[config.mk]
export PLATFORM = sky130hd
export DESIGN_NAME = emisor_instrucciones
export DESIGN_NICKNAME = d
export VERILOG_FILES = /design/src/rtl/emisor_instrucciones.sv
export SDC_FILE = /design/constraint.sdc
export NUM_CORES = 1
export LEC_CHECK = 0
export BUFFER_PORTS_ARGS = -buffer_cell sky130_fd_sc_hd__buf_4
export CAP_MARGIN = 25
export CORE_UTILIZATION = 64
export DETAILED_ROUTE_END_ITERATION = 10
export PLACE_DENSITY = 0.81
export SYNTH_ARGS = -nofsm -noshare
export SYNTH_HDL_FRONTEND = slang
export SYNTH_SLANG_ARGS = --single-unit
export TNS_END_PERCENT = 20
[constraint.sdc]
create_clock -name clk -period 5.46 [get_ports clk]
set_input_delay 0.546 -clock clk [delete_from_list [all_inputs] [get_ports clk]]
set_output_delay 0.546 -clock clk [all_outputs]
set_load 0.02 [all_outputs]
[src/rtl/emisor_instrucciones.sv]
// emisor_instrucciones: packs host fields into a program buffer and
// issues the stored program to the ISA datapath over valid/ready.
module emisor_instrucciones #(
  parameter int PROG_DEPTH = 32,
  parameter int ADDR_W     = 5,
  parameter int INSTR_W    = 21
) (
  input  logic               clk,
  input  logic               rst_n,
  input  logic               carga,
  input  logic [4:0]         dl1,
  input  logic [4:0]         dl2,
  input  logic               we_br,
  input  logic [2:0]         alu_op,
  input  logic [4:0]         dir_ram,
  input  logic               we_ram,
  input  logic               borrar,
  input  logic               iniciar,
  input  logic               detener,
  input  logic               listo_isa,
  output logic [INSTR_W-1:0] instruccion,
  output logic               valida,
  output logic [ADDR_W-1:0]  pc,
  output logic [ADDR_W:0]    cuenta,
  output logic               lleno,
  output logic               desborde,
  output logic               ocupado,
  output logic               terminado
);

  typedef enum logic [1:0] {
    IDLE = 2'd0,
    RUN  = 2'd1,
    FIN  = 2'd2
  } state_t;

  typedef struct packed {
    logic       rsv;
    logic [4:0] dl1;
    logic [4:0] dl2;
    logic       we_br;
    logic [2:0] alu_op;
    logic [4:0] dir_ram;
    logic       we_ram;
  } instr_t;

  localparam logic [ADDR_W:0]   DEPTH_C = (ADDR_W+1)'(PROG_DEPTH);
  localparam logic [ADDR_W:0]   ONE_C   = (ADDR_W+1)'(1);
  localparam logic [ADDR_W-1:0] PC_ONE  = ADDR_W'(1);

  state_t             state;
  instr_t             word;
  logic [INSTR_W-1:0] mem [PROG_DEPTH];
  logic [ADDR_W-1:0]  pc_nxt;
  logic [ADDR_W-1:0]  wr_idx;
  logic               do_clr;
  logic               do_go;
  logic               do_ld;
  logic               mem_we;
  logic               xfer;
  logic               last;
  logic               vacio;

  assign word.rsv     = 1'b0;
  assign word.dl1     = dl1;
  assign word.dl2     = dl2;
  assign word.we_br   = we_br;
  assign word.alu_op  = alu_op;
  assign word.dir_ram = dir_ram;
  assign word.we_ram  = we_ram;

  // borrar > iniciar > carga, made mutually exclusive up front
  assign do_clr = borrar;
  assign do_go  = iniciar & ~borrar;
  assign do_ld  = carga & ~borrar & ~iniciar;

  assign lleno  = (cuenta == DEPTH_C);
  assign vacio  = (cuenta == '0);
  assign wr_idx = cuenta[ADDR_W-1:0];
  assign mem_we = (state == IDLE) & do_ld & ~lleno;
  assign pc_nxt = pc + PC_ONE;
  assign xfer   = valida & listo_isa;
  assign last   = ({1'b0, pc} == (cuenta - ONE_C));

  always_ff @(posedge clk) begin
    if (mem_we) begin
      mem[wr_idx] <= INSTR_W'(word);
    end
  end

  always_ff @(posedge clk or negedge rst_n) begin
    if (!rst_n) begin
      state       <= IDLE;
      instruccion <= '0;
      valida      <= 1'b0;
      pc          <= '0;
      cuenta      <= '0;
      desborde    <= 1'b0;
      ocupado     <= 1'b0;
      terminado   <= 1'b0;
    end else begin
      unique case (state)
        IDLE: begin
          unique case (1'b1)
            do_clr: begin
              cuenta   <= '0;
              desborde <= 1'b0;
            end
            do_go: begin
              if (!vacio) begin
                state       <= RUN;
                pc          <= '0;
                instruccion <= mem[0];
                valida      <= 1'b1;
                ocupado     <= 1'b1;
              end
            end
            do_ld: begin
              if (lleno) begin
                desborde <= 1'b1;
              end else begin
                cuenta <= cuenta + ONE_C;
              end
            end
            default: ;
          endcase
        end
        RUN: begin
          // abort wins even when a transfer lands on the same edge
          if (detener) begin
            state   <= IDLE;
            valida  <= 1'b0;
            pc      <= '0;
            ocupado <= 1'b0;
          end else if (xfer) begin
            if (last) begin
              state     <= FIN;
              valida    <= 1'b0;
              ocupado   <= 1'b0;
              terminado <= 1'b1;
            end else begin
              pc          <= pc_nxt;
              instruccion <= mem[pc_nxt];
            end
          end
        end
        FIN: begin
          terminado <= 1'b0;
          state     <= IDLE;
        end
        default: begin
          state   <= IDLE;
          valida  <= 1'b0;
          ocupado <= 1'b0;
        end
      endcase
    end
  end

endmodule

== Word-level counts from Yosys, hierarchy flattened ==
Memory sizes are Yosys's and may differ from the RTL's.
Index checks and enable logic that the tools add are counted.

* Bits in registers: 37
* Latch bits: 0
* Bits in writable memories: 640
* Memory bits (read-only): 0
* Input bits: 27
* Output and inout bits: 37
* Word-level logic and storage cells: 82
* Memories kept: 1

* Add/subtract/negate cells: 3
* $mul: 0
* Div/mod/pow operators: 0
* $lt $le $gt $ge: 0
* Eq/ne operators: 15
* Shift operators: 0
* Mux-type cells: 34
* Bitwise logic cells: 10
* Reduce and logical (&&, ||, !) cells: 12

{| class="wikitable"
|+ Memory list
! memory !! words !! bits a word !! read ports !! clocked after memory_dff !! write ports !! line !! RTL
|-
| mem || 32 || 20 || 2 || 0 || 1 || 53 || <nowiki>logic [INSTR_W-1:0] mem [PROG_DEPTH];</nowiki>
|}

{| class="wikitable"
|+ Operator list
! operator !! count
|-
| $mux W21 || 5
|-
| $pmux W21 S2 || 1
|-
| $mux W5 || 5
|-
| $ne A2 B2 Y1 const B || 8
|-
| $pmux W6 S2 || 1
|-
| $mux W1 || 11
|-
| $mux W2 || 5
|-
| $pmux W5 S2 || 1
|-
| $reduce_and A5 Y1 || 2
|-
| $ne A3 B3 Y1 const B || 3
|-
| $reduce_and A4 Y1 || 2
|-
| $add A6 B1 Y6 const B || 1
|-
| $and A1 B1 Y1 || 6
|-
| $eq A5 B6 Y1 || 1
|-
| $eq A6 B6 Y1 const B || 1
|-
| $logic_not A6 Y1 || 1
|-
| $mux W6 || 1
|-
| $reduce_and A3 Y1 || 2
|-
| $reduce_and A6 Y1 || 1
|-
| $reduce_bool A2 Y1 || 3
|-
| $sub A6 B1 Y6 const B || 1
|-
| $add A5 B1 Y5 const B || 1
|-
| $not A1 Y1 || 4
|-
| $pmux W1 S2 || 2
|-
| 5 further kinds || 5
|}

== Longest topological paths before layout ==
* Depth in word-level cells: 7
* Depth in mapped cells: 10
* Depth with buffers taken out: 8

== Least setup slack after synthesis ==
No wires, ideal clock.

* Path type: reg2reg
* Start: register cuenta[0]
* End: memory mem[15][0] (netlist name), enable pin
* Library setup time: 0.397 ns
* Arrival time: 2.794 ns
* Data required time: 5.063 ns
* Slack: 2.269 ns
* Stages on the path, launching flop included: 8
* Buffers on the path: 0
* Period minus slack after synthesis: 3.191 ns
* Cells stage by stage: dfrtp_1 inv_1 ha_1 nand2_1 o21ai_0 nor4_1 nand2_1 nor2_1

* Longest elaborated chain between the ends: 5

{| class="wikitable"
|+ Ends and longest elaborated chain
! what !! line !! RTL
|-
| from (decl) || 24 || <nowiki>output logic [ADDR_W:0] cuenta,</nowiki>
|-
| from (signal assigned) || 122 || <nowiki>cuenta <= cuenta + ONE_C;</nowiki>
|-
| $eq A6 B6 Y1 || 77 || <nowiki>assign lleno = (cuenta == DEPTH_C);</nowiki>
|-
| $not A1 Y1 || 80 || <nowiki>assign mem_we = (state == IDLE) & do_ld & ~lleno;</nowiki>
|-
| $and A1 B1 Y1 || 80 ||
|-
| $mux W1 || 86 || <nowiki>if (mem_we) begin</nowiki>
|-
| $mux W1 (implied by the code) || 87 || <nowiki>mem[wr_idx] <= INSTR_W'(word);</nowiki>
|-
| to (decl) || 53 ||
|}

Parallel ways exist; a longest one is shown, timed or not.

== Worst setup path in the final report ==
* Start: register cuenta[3]
* End: memory mem[20][16] (netlist name), enable pin

The elaborated chain is that of the path after synthesis.

==> results.md <==
- Clock tree synthesis found a total of 676 sinks.
- For this design the ratio of total power to cell area is 466 nW/µm².
- The wire length after detailed routing is 67100 µm.
- Clock tree synthesis inserted a total of 66 buffers.
- The capture point of the worst reg-to-reg path is mem[20][16].
- The clock insertion delay at the later pin of the skew report is 0.58 ns.
- The cell count after synthesis came out at 1247.
- Measured against its own limit, the worst slew margin works out to 37.1%.
- Compared with the post-synthesis result, the final layout area differs by 13.7%.
- The count of instances resized after the clock tree is built is 0.
- The via count of the first global-routing pass is 13.5k.
- The number of levels the H-tree was split into is 3.
- The Yosys step of the flow raised 0 warnings.
- The detailed router's first-iteration violation count is 2128.
- The post-route setup TNS is 0 ns.
- The share of the clock period used by the worst path is 72.5%.
- The detail route stage leaves a number of antenna-violating nets equal to 0.
- Across the run, the number of max-cap violations was 0.
- At the end of the flow, the number of nets in the layout was 1384.
- The initial antenna violation count is 2.
- The number of hold violations in the final report was 0.
- The worst hold path belongs to the class in2reg.
- Global routing finished with a remaining overflow of 0.
- The initial utilization of the core area, before any placement, comes to 64.9%.
- In this run the worst setup path terminates at mem[20][16].
- The deepest clock path buffer count is 3.
- The per-cell via count in the routed design is 7.09.
- The critical path starts at cuenta[3].
- The setup path with the least slack is of type reg2reg.
- The layout cell share with drive strength beyond 1 is 30.1%.
- STA puts the critical path data arrival time at 4.23 ns.
- Measured on the finished design, the core utilization comes to 73.8%.
- Along the worst path, the maximum fanout reaches 12.
- The detailed-routing iteration count for the pre-antenna-repair pass is 6.
- The signal on the critical path passes through or3_1 > o21ai_0 > nor4_1 > nand2_1 > nor2_2 > buf_8.
- The synthesized area per cell is 21.3 µm².
- The aggregate global-route resource usage is 32.4%.
- The number of I/O port buffers is 62.
- The number of pins with negative max-slew slack in the final report came to 0.
- The total number of vias is 13.7k.
- STA classifies the critical path endpoint as a register.
- The fmax is 253 MHz.
- The number of buffer and inverter stages on the critical path is 1.
- The flow ran to the end, and the final reports show no timing, DRC or antenna violations.
- The mapped netlist covers 26600 µm².
- The family of cells with the greatest summed delay on the critical path is simple AND/OR/NAND/NOR gates.
- The width of the die is 206 µm.
- The routability-driven placement congestion ratio is 0.927.
- Measured in cells, the most critical reg-to-reg path has a length of 6.
- For this design the static power due to leakage is 0.00954 µW.
- At the pin with the least slew margin, the transition time is 0.944 ns.
- The stage delay of the slowest cell on the critical path is 0.79 ns.
- At the worst endpoint, the required time is 5.74 ns.
- The die is 206 µm tall.
- The area of the core is 40900 µm².
- The instance count on the critical path is 6.
- Clock-pin slew was measured on the worst setup and hold paths at 0.06 ns.
- The wire length of the first global-routing pass is 94700 µm.
- The main flop type after synthesis is sky130_fd_sc_hd__edfxtp_1.
- For this run, design rule violations remaining after detail routing come to 0.
- The highest ir drop seen on vdd is 0.288 mV.
- The root buffer cell is sky130_fd_sc_hd__clkbuf_16.
- The sequential-to-total area share from yosys stat is 75.7%.
- In this run the count of I/O pins placed on the die edge is 64.
- Detailed placement ended at an HPWL of 39200 µm.
- Counting flops and latches in the post-synthesis netlist gives 676.
- The TritonCTS clock tree is done.
- The post-synth net total is 1280.
- The worst register-to-register path begins at cuenta[3].
- The number of fillers in the final layout is 2151.
- Row generation in the floorplan step produced 74 rows.
- The combined flip-flop and latch cell area is 20100 µm².
- The category of the worst setup path launch point is a register.
- Of all flip-flops after synthesis, the portion carrying an async set or reset was 5.33%.
- The count of distinct cell types in the synthesized netlist is 50.
- Across the routed clock network, the largest skew measured is 0.0199 ns.
- Counting flops with a built-in enable in the synthesized netlist gives 640.
- The final period demand of the worst path is 3.96 ns.
- Setup violations remaining at the end of the flow were counted as 0.
- The area of combinational cells with multiple inputs is 6170 µm².
- The die covers 42300 µm².
- Setup repair after global routing left no endpoint under its margin.
- The average wire length per cell after detail routing is 34.7 µm.
- Entering global routing, the biggest net connects 48 pins.
- The slowest cell on the critical path is sky130_fd_sc_hd__nor2_2.
- Across all register-to-register paths, the minimum setup slack is 1.50 ns.
==> flip-flops by register name, indices dropped and copies added (netlist names) <==
register     flops
instruccion     20
mem            640
cuenta           6
terminado        1
ocupado          1
state            2
desborde         1
pc               5
==> per-stage QoR <==
stage / setup WS (ns) / cell area (µm²) / power [µW] / hold slack (ns) / std cells
after floorplan: 2.27 / 26600 / 8490 / 0.250 / 1247
after global placement: 1.68 / 27600 / 9630 / 0.500 / 1782
after detailed placement: 1.54 / 28000 / 9710 / 0.508 / 1802
after CTS: 1.46 / 30000 / 14000 / 0.247 / 1921
after global routing: 1.34 / 30200 / 14400 / 0.283 / 1933
final: 1.50 / 30200 / 14100 / 0.267 / 1934
==> synth_stat cells, drive strengths merged (21+ instances only) <==
cell	n	area share [%]
nand3b	25	0.71
edfxtp	640	72
mux2	21	1.2
nand2	55	0.79
mux2i	40	1.5
buf	36	0.77
nor2	45	0.64
clkbuf	38	0.54
dfrtp	36	3.4
mux4	160	14
==> cells by family (layout without fill, tap and decap cells) <==
family / Yosys count / count (layout) / synth area share [%]
flops: 676 / 676 / 75.7
mux: 221 / 221 / 16.2
simple gates: 156 / 156 / 2.85
compound gates: 90 / 90 / 3.00
buf+inv: 85 / 239 / 1.47
xor+xnor: 12 / 12 / 0.396
fa+ha+maj: 6 / 6 / 0.283
other cells: 1 / 2 / 0.0141
==> layout make-up <==
| cell class | count | area share [%] |
|---|---|---|
| well taps | 532 | 2.20 |
| flip-flops and latches | 676 | 66.6 |
| inverters | 11 | 0.137 |
| clock inverters | 32 | 0.671 |
| multi-input cells | 486 | 20.4 |
| diodes | 1 | 0.00829 |
| repair buffers | 110 | 3.86 |
| clock buffers | 86 | 6.07 |
==> worst min path at each step <==
stage	startpoint	end	depth (start not counted)
finish	listo_isa	state[1]	3
CTS	listo_isa	state[1]	3
detailed placement	instruccion[17]	instruccion[17]	1
global placement	terminado	terminado	2
floorplan	rst_n	cuenta[0]	0
global route	listo_isa	state[1]	3
==> cell usage in the layout, fill, tap and decap left out, types with 3 or more instances in the layout <==
cell type,count
sky130_fd_sc_hd__clkbuf_16,71
sky130_fd_sc_hd__dfrtp_1,35
sky130_fd_sc_hd__clkbuf_1,15
sky130_fd_sc_hd__nor2_2,32
sky130_fd_sc_hd__ha_1,5
sky130_fd_sc_hd__clkinv_1,13
sky130_fd_sc_hd__a221o_1,20
sky130_fd_sc_hd__inv_1,11
sky130_fd_sc_hd__clkinv_2,14
sky130_fd_sc_hd__mux4_2,160
sky130_fd_sc_hd__buf_16,6
sky130_fd_sc_hd__nor2_1,13
sky130_fd_sc_hd__mux2_4,20
sky130_fd_sc_hd__nand2b_1,5
sky130_fd_sc_hd__xor2_1,4
sky130_fd_sc_hd__a32o_1,20
sky130_fd_sc_hd__o21ai_0,6
sky130_fd_sc_hd__buf_4,75
sky130_fd_sc_hd__a22o_1,3
sky130_fd_sc_hd__nor3_1,5
sky130_fd_sc_hd__a31oi_1,3
sky130_fd_sc_hd__nand3_1,5
sky130_fd_sc_hd__a221oi_1,20
sky130_fd_sc_hd__xnor2_1,8
sky130_fd_sc_hd__buf_8,25
sky130_fd_sc_hd__nand2_1,53
sky130_fd_sc_hd__and2_1,3
sky130_fd_sc_hd__mux2i_1,40
sky130_fd_sc_hd__edfxtp_1,640
sky130_fd_sc_hd__a21oi_1,3
sky130_fd_sc_hd__nand3b_1,25
sky130_fd_sc_hd__and3_1,3
==> power by group <==
group / internal [µW] / total (µW) / switching (µW)
clock: 2460 / 4370 / 1900
combinational: 1690 / 3730 / 2040
sequential: 5790 / 5980 / 182
total: 9940 / 14100 / 4130
==> worst min-delay path, delay by kind of cell <==
family / cells / cell delay, ns
buffers and inverters: 1 / 0.11
AND/OR/NAND/NOR: 2 / 0.15
==> routing by layer <==
metal | GRT usage [%] | vias up | share of wire, %
met2 | 50.6 | 1042 | 48
li1 | - | 5434 | -
met4 | 11.1 | 4 | 3.5
met3 | 7.84 | 156 | 12
met1 | 45.6 | 7072 | 36
met5 | 0 | - | 0.043
==> timing repair <==
item                                   4_1_cts  5_1_grt
endpoints found under the hold margin       36        0
setup endpoints to repair                    0        0
hold buffers                                 1        0
buffers inserted                             0        0
Note: power is estimated with default switching activity, not from simulation.
